`src/rtl/seq_multiplier32.sv`:
```
// rtl/seq_multiplier32.sv - multi-cycle unsigned shift-and-add multiplier
// One multiplier bit per clock; the product register updates only on completion.
module seq_multiplier32 #(
  parameter int WIDTH = 32
) (
  input  logic               clk,
  input  logic               rst_n,
  input  logic               start,
  input  logic [WIDTH-1:0]   a,
  input  logic [WIDTH-1:0]   b,
  output logic               busy,
  output logic               done,
  output logic [2*WIDTH-1:0] product
);

  localparam int CW = $clog2(WIDTH) + 1;

  typedef enum logic [1:0] {IDLE, RUN, DONE} state_t;

  state_t             state, state_nxt;
  logic [WIDTH-1:0]   mcand;
  logic [WIDTH-1:0]   mplier;
  logic [WIDTH:0]     acc;
  logic [CW-1:0]      count;
  logic [WIDTH:0]     sum;
  logic [2*WIDTH:0]   shifted;
  logic               last;

  // acc[WIDTH] is always zero after a shift, so adding the full acc is exact
  always_comb begin
    sum     = acc + {1'b0, (mplier[0] ? mcand : {WIDTH{1'b0}})};
    shifted = {sum, mplier} >> 1;
    last    = (count == CW'(WIDTH - 1));
  end

  always_ff @(posedge clk or negedge rst_n) begin
    if (!rst_n) begin
      state <= IDLE;
    end else begin
      state <= state_nxt;
    end
  end

  always_comb begin
    state_nxt = state;
    case (state)
      IDLE:    if (start) state_nxt = RUN;
      RUN:     if (last) state_nxt = DONE;
      DONE:    state_nxt = start ? RUN : IDLE;
      default: state_nxt = IDLE;
    endcase
  end

  always_comb begin
    busy = 1'b0;
    done = 1'b0;
    busy = (state == RUN);
    done = (state == DONE);
  end

  always_ff @(posedge clk or negedge rst_n) begin
    if (!rst_n) begin
      mcand   <= '0;
      mplier  <= '0;
      acc     <= '0;
      count   <= '0;
      product <= '0;
    end else begin
      case (state)
        IDLE, DONE: begin
          if (start) begin
            mcand  <= a;
            mplier <= b;
            acc    <= '0;
            count  <= '0;
          end
        end
        RUN: begin
          acc    <= shifted[2*WIDTH:WIDTH];
          mplier <= shifted[WIDTH-1:0];
          count  <= count + 1'b1;
          if (last) product <= shifted[2*WIDTH-1:0];
        end
        default: ;
      endcase
    end
  end

endmodule
```
`config.mk`:
```
export PLATFORM = sky130hd
export DESIGN_NAME = seq_multiplier32
export DESIGN_NICKNAME = d
export VERILOG_FILES = /design/src/rtl/seq_multiplier32.sv
export SDC_FILE = /design/constraint.sdc
export NUM_CORES = 1
export LEC_CHECK = 0
export ABC_AREA = 1
export CAP_MARGIN = 15
export CORE_MARGIN = 2
export CORE_UTILIZATION = 38
export CTS_CLUSTER_SIZE = 40
export DETAILED_ROUTE_END_ITERATION = 12
export HOLD_SLACK_MARGIN = 0.08
export MAX_ROUTING_LAYER = met4
export PLACE_DENSITY = 0.67
export SLEW_MARGIN = 20
export SYNTH_ARGS = -nofsm -noshare
export SYNTH_HDL_FRONTEND = slang
export SYNTH_SLANG_ARGS = --single-unit
export TNS_END_PERCENT = 5
```
`constraint.sdc`:
```
create_clock -name clk -period 2.2 [get_ports clk]
set_clock_uncertainty 0.05 [all_clocks]
set_input_delay 0.44 -clock clk [delete_from_list [all_inputs] [get_ports clk]]
set_output_delay 0.44 -clock clk [all_outputs]
set_load 0.005 [all_outputs]
```
======== Word-level counts from Yosys, hierarchy flattened ========
Index checks and enable logic that the tools add are counted.
Widths: inputs -> output; s select.
word-level totals
  bits in registers ....................... 169
  output and inout bits ................... 66
  word-level logic and storage cells ...... 32
operators by class
  add/sub/neg operators ................... 2
  equal/unequal tests ..................... 6
  mux-type cells .......................... 11
  reduce and logical (&&, ||, !) cells .... 7
operators by type and width
  operator             number
  $pmux 33 s2          1
  $mux 32              2
  $pmux 32 s2          1
  $add 33x32->33       1
  $mux 33              1
  $pmux 6 s2           1
  $reduce_and 2->1     4
  $add 6x1->6 const B  1
  $eq 6x5->1 const B   1
  $mux 6               1
  $pmux 2 s3           1
  $mux 2               2
  $ne 2x2->1 const B   2
  $eq 2x1->1 const B   1
  $eq 2x2->1 const B   1
  $logic_not 2->1      1
  $ne 2x1->1 const B   1
  $reduce_bool 2->1    1
  $reduce_or 2->1      1
  $mux 1               1

======== Longest topological paths before layout ========
  word-level depth ........................ 4
  depth in mapped cells ................... 18

======== Worst setup path before layout ========
OpenSTA, ideal clock, no wires.
  path kind ............................... flip-flop to flip-flop
  from .................................... register mplier[0]
  to ...................................... register acc[27]
  setup time .............................. 0.118 ns
  data arrival time ....................... 2.214 ns
  required time ........................... 2.032 ns
  slack ................................... -0.183 ns
  cell stages (with the launch flop) ...... 18
  period minus slack after synthesis ...... 2.383 ns
  path through ............................ dfrtp_1 > clkbuf_1 > clkbuf_1 > nand2_1 > inv_1 > ha_1 > inv_1 > fa_1 > inv_1 > nand3_1 > nand3_1 > nand3_1 > nand3_1 > nand2_1 > nand2_1 > nand2_1 > nand3_1 > nand2_1
between the ends
  longest elaborated chain between the ends .. 3
RTL lines
  element                 line  text
  start, declared         22    logic [WIDTH-1:0] mplier;
  start signal, assigned  80    mplier <= shifted[WIDTH-1:0];
  $mux 32                 31    sum = acc + {1'b0, (mplier[0] ? mcand : {WIDTH{1'b0}})};
  $add 33x32->33          31
  $pmux 33 s2             69    case (state)
  end signal, assigned    79    acc <= shifted[2*WIDTH:WIDTH];
  end, declared           23    logic [WIDTH:0] acc;
No other way between the ends.
A chain may end at the register's enable or synchronous reset.

======== Final worst setup path ========
Ends and elaborated chain as after synthesis.

==> flow_summary.yaml <==
timing:
  hold_slack_ps: 395
  relSlewSlack: 0.672
  setup_tns_ps: -109
  fin_crit_ps: 2230
  setup_viol: 8
  hold_viol: 0
  rsz0062_at_grt: "yes"
  drv_slew: 0
  worst-slew-pin-transition_ps: 492
  fin_crit_sh: 1.01
  fin_ws_ps: -31.0
  fmax_mhz: 448
pwr:
  ir_drop_mv: 0.433
  leakagePower_nw: 6.32
  p_int_mw: 7.57
  p_clk_frac: 0.256
  p_per_area_nw_per_um2: 993
  comb_power_share: 0.419
  seqPwrFrac: 0.325
  swShare: 0.385
  switching_power_mw: 4.73
synthesis:
  synth_area_leader_cell: "dfrtp_1"
  syn_area_um2: 9060
  synthTopCellsByArea: "dfrtp_1, nand2_1, inv_1"
  synth.most_common_cell: "nand2_1"
  synthArstFlopShare: 1.00
  synth_seq_cells: 168
  synth-main-ff-cell: "dfrtp_1"
  synth_nets: 1268
  netlist.area_leader.share: 0.464
  yosys_warnings: 0
  synth.distinct_cells: 33
  synthCells: 1167
  synthTopCellsByCount: "nand2_1, inv_1, dfrtp_1"
  avgSynthCellArea_um2: 7.77
  synth_edf_count: 0
  yosysSeqAreaShare: 0.464
critical_path:
  cp.required_ps: 2480
  start_kind: "register"
  cpMostUsedCell: "nand2_1"
  r2r_cells: 13
  crit_fanout: 22
  slowest_stage: "dfrtp_2"
  crit_path_cell_trace: "buf_12, nand2_1, inv_1, ha_1, nand2_1, nor2_1, inv_1, nor3_1, nand2_1, nand2_1, nand2_1, nand3_1, nand2_1"
  cp.arrival_ps: 2510
  slowest_delay_ps: 450
  r2r-end: "acc[27]$_DFFE_PN0P_"
  critical_path.endpoint_type: "register"
  reg2reg_from: "mplier[0]$_DFFE_PN0P_"
  rrSetupSlack_ps: -30
  crit_type: "register to register"
cts:
  cts_tree: "yes"
  clock_path_buffers: 2
  cts_sinks: 168
  clk_pin_slew_worst_paths_ps: 80
  h-tree-depth: 4
  clk_latency_ps: 440
  cts-buffers-inserted: 17
  cts_root_buf: "clkbuf_16"
floorplan:
  start_util: 0.386
  num_rows: 56
  fp.coreArea_um2: 23500
  dieWidth_um: 158
  pin_count: 133
  die_h_um: 158
  die_area_um2: 25100
placement:
  gp_congestion: 0.926
  dp_hpwl_mm: 18.4
  portBuffers: 132
  dp_cells: 1653
  dpl-instance-area_um2: 11200
global_routing:
  antenna_found_initial: 0
  grt_overflow: 0
  grt_max_degree: 80
  groute.usage.overall: 0.218
  grt_pass1_wl_mm: 41.4
  grt_pass1_vias: 8129
final_layout:
  area_growth_pct: 36.7
  multiInputGateArea_um2: 4450
  fin_nets: 1458
  fillers: 2178
  diodes: 0
  fin_cells: 1689
  seqCellArea_um2: 4210
  final_area_um2: 12400
  final_util: 0.528
  drive_gt1_frac: 0.168
routing:
  wl_mm: 25.2
  via_per_inst: 4.80
  drtIter0Drc: 617
  drt-pass1-iter-count: 5
  avgRoutedWirePerCell_um: 14.9
  vias: 8112
  drcViolationCount: 0
  ant_nets: 0
run_status:
  status: "finished, violations left"
  violations: "negative setup slack"
run:
  maxCapViolCount: 0
min_path:
  hp-class: "input port to asynchronous set/reset pin"
[layout make-up]
class | count | area share
Clock inverter | 15 | 0.0169
Sequential cell | 168 | 0.339
Timing Repair Buffer | 212 | 0.161
Inverter | 187 | 0.0568
Multi-Input combinational cell | 771 | 0.360
Tap cell | 319 | 0.0322
Clock buffer | 17 | 0.0343
[worst max-delay path, delay by kind of cell (launching register included)]
family        cells  cell delay [ps]
fa+ha+maj         1              360
simple gates      9              930
flops             1              450
buf+inv           3              330
[per-stage QoR]
step | worst slack [ps] | power [mW]
after floorplan | 14.0 | 6.62
after global placement | -225 | 8.27
after detailed placement | -192 | 8.36
after CTS | -66.2 | 11.8
after global routing | -209 | 13.2
final | -31.0 | 12.3
[kinds of logic after synthesis]
| group | Yosys count | synth area share |
|---|---|---|
| flip-flops | 168 | 0.464 |
| XOR/XNOR | 13 | 0.0126 |
| buffers and inverters | 228 | 0.0979 |
| AND/OR/NAND/NOR | 568 | 0.255 |
| adder cells (fa/ha/maj) | 34 | 0.0478 |
| multiplexers | 32 | 0.0398 |
| AO/OA/AOI/OAI | 124 | 0.0833 |
[power groups by stage]
| stage | Combinational [mW] | Clock, mW | Sequential [mW] |
|---|---|---|---|
| 6_report | 5.15 | 3.15 | 4.00 |
| 5_1_grt | 5.77 | 3.36 | 4.06 |
| 4_1_cts | 4.63 | 3.22 | 3.93 |
| 3_3_place_gp | 4.33 | 0 | 3.94 |
| 2_1_floorplan | 2.76 | 0 | 3.86 |
| 3_5_place_dp | 4.41 | 0 | 3.95 |
[repair_timing]
item / in CTS / in global routing
buffers inserted: 2 / 1
cloned: 0 / 0
hold endpoints to repair: 28 / 0
endpoints found under the setup margin: 49 / 57
pin swaps: 2 / 5
hold buffers: 1 / 0
gates resized for setup: 31 / 60
[metal layers]
metal  track usage  part of all wire
met5             -                 0
met4        0.0506             0.015
met3        0.0384             0.041
met2         0.341              0.47
met1         0.298              0.48
[worst max-delay path by stage]
stage | startpoint | endpoint | slack (ps) | cells past startpoint
after global routing | mplier[0]$_DFFE_PN0P_ | product[52]$_DFFE_PN0P_ | -210 | 15
final | mplier[0]$_DFFE_PN0P_ | acc[27]$_DFFE_PN0P_ | -30 | 13
after global placement | mplier[0]$_DFFE_PN0P_ | product[43]$_DFFE_PN0P_ | -220 | 11
after detailed placement | mplier[0]$_DFFE_PN0P_ | product[52]$_DFFE_PN0P_ | -190 | 15
after floorplan | mplier[0]$_DFFE_PN0P_ | acc[27]$_DFFE_PN0P_ | 10 | 17
after CTS | mplier[0]$_DFFE_PN0P_ | acc[30]$_DFFE_PN0P_ | -70 | 14
[state kept, by name, summed over array words and instances (netlist names)]
| name | cells |
|---|---|
| count | 6 |
| product | 64 |
| state | 2 |
| mplier | 32 |
| acc | 32 |
| mcand | 32 |
[cells in the final DEF, fill, tap and decap left out, drive strengths merged, types with 2 or more instances in the layout]
cell type and count:
mux2 32, or2 2, nor2 53, o221ai 31, clkbuf 17, a21oi 23
nand2 400, o21bai 3, inv 194, clkinv 8, nand4 3, o21ai 63
clkdlybuf4s50 131, buf 80, nand3b 5, dfrtp 168, nor3 6, ha 33
nand3 99, xnor2 13
Note: power is estimated with default switching activity, not from simulation.
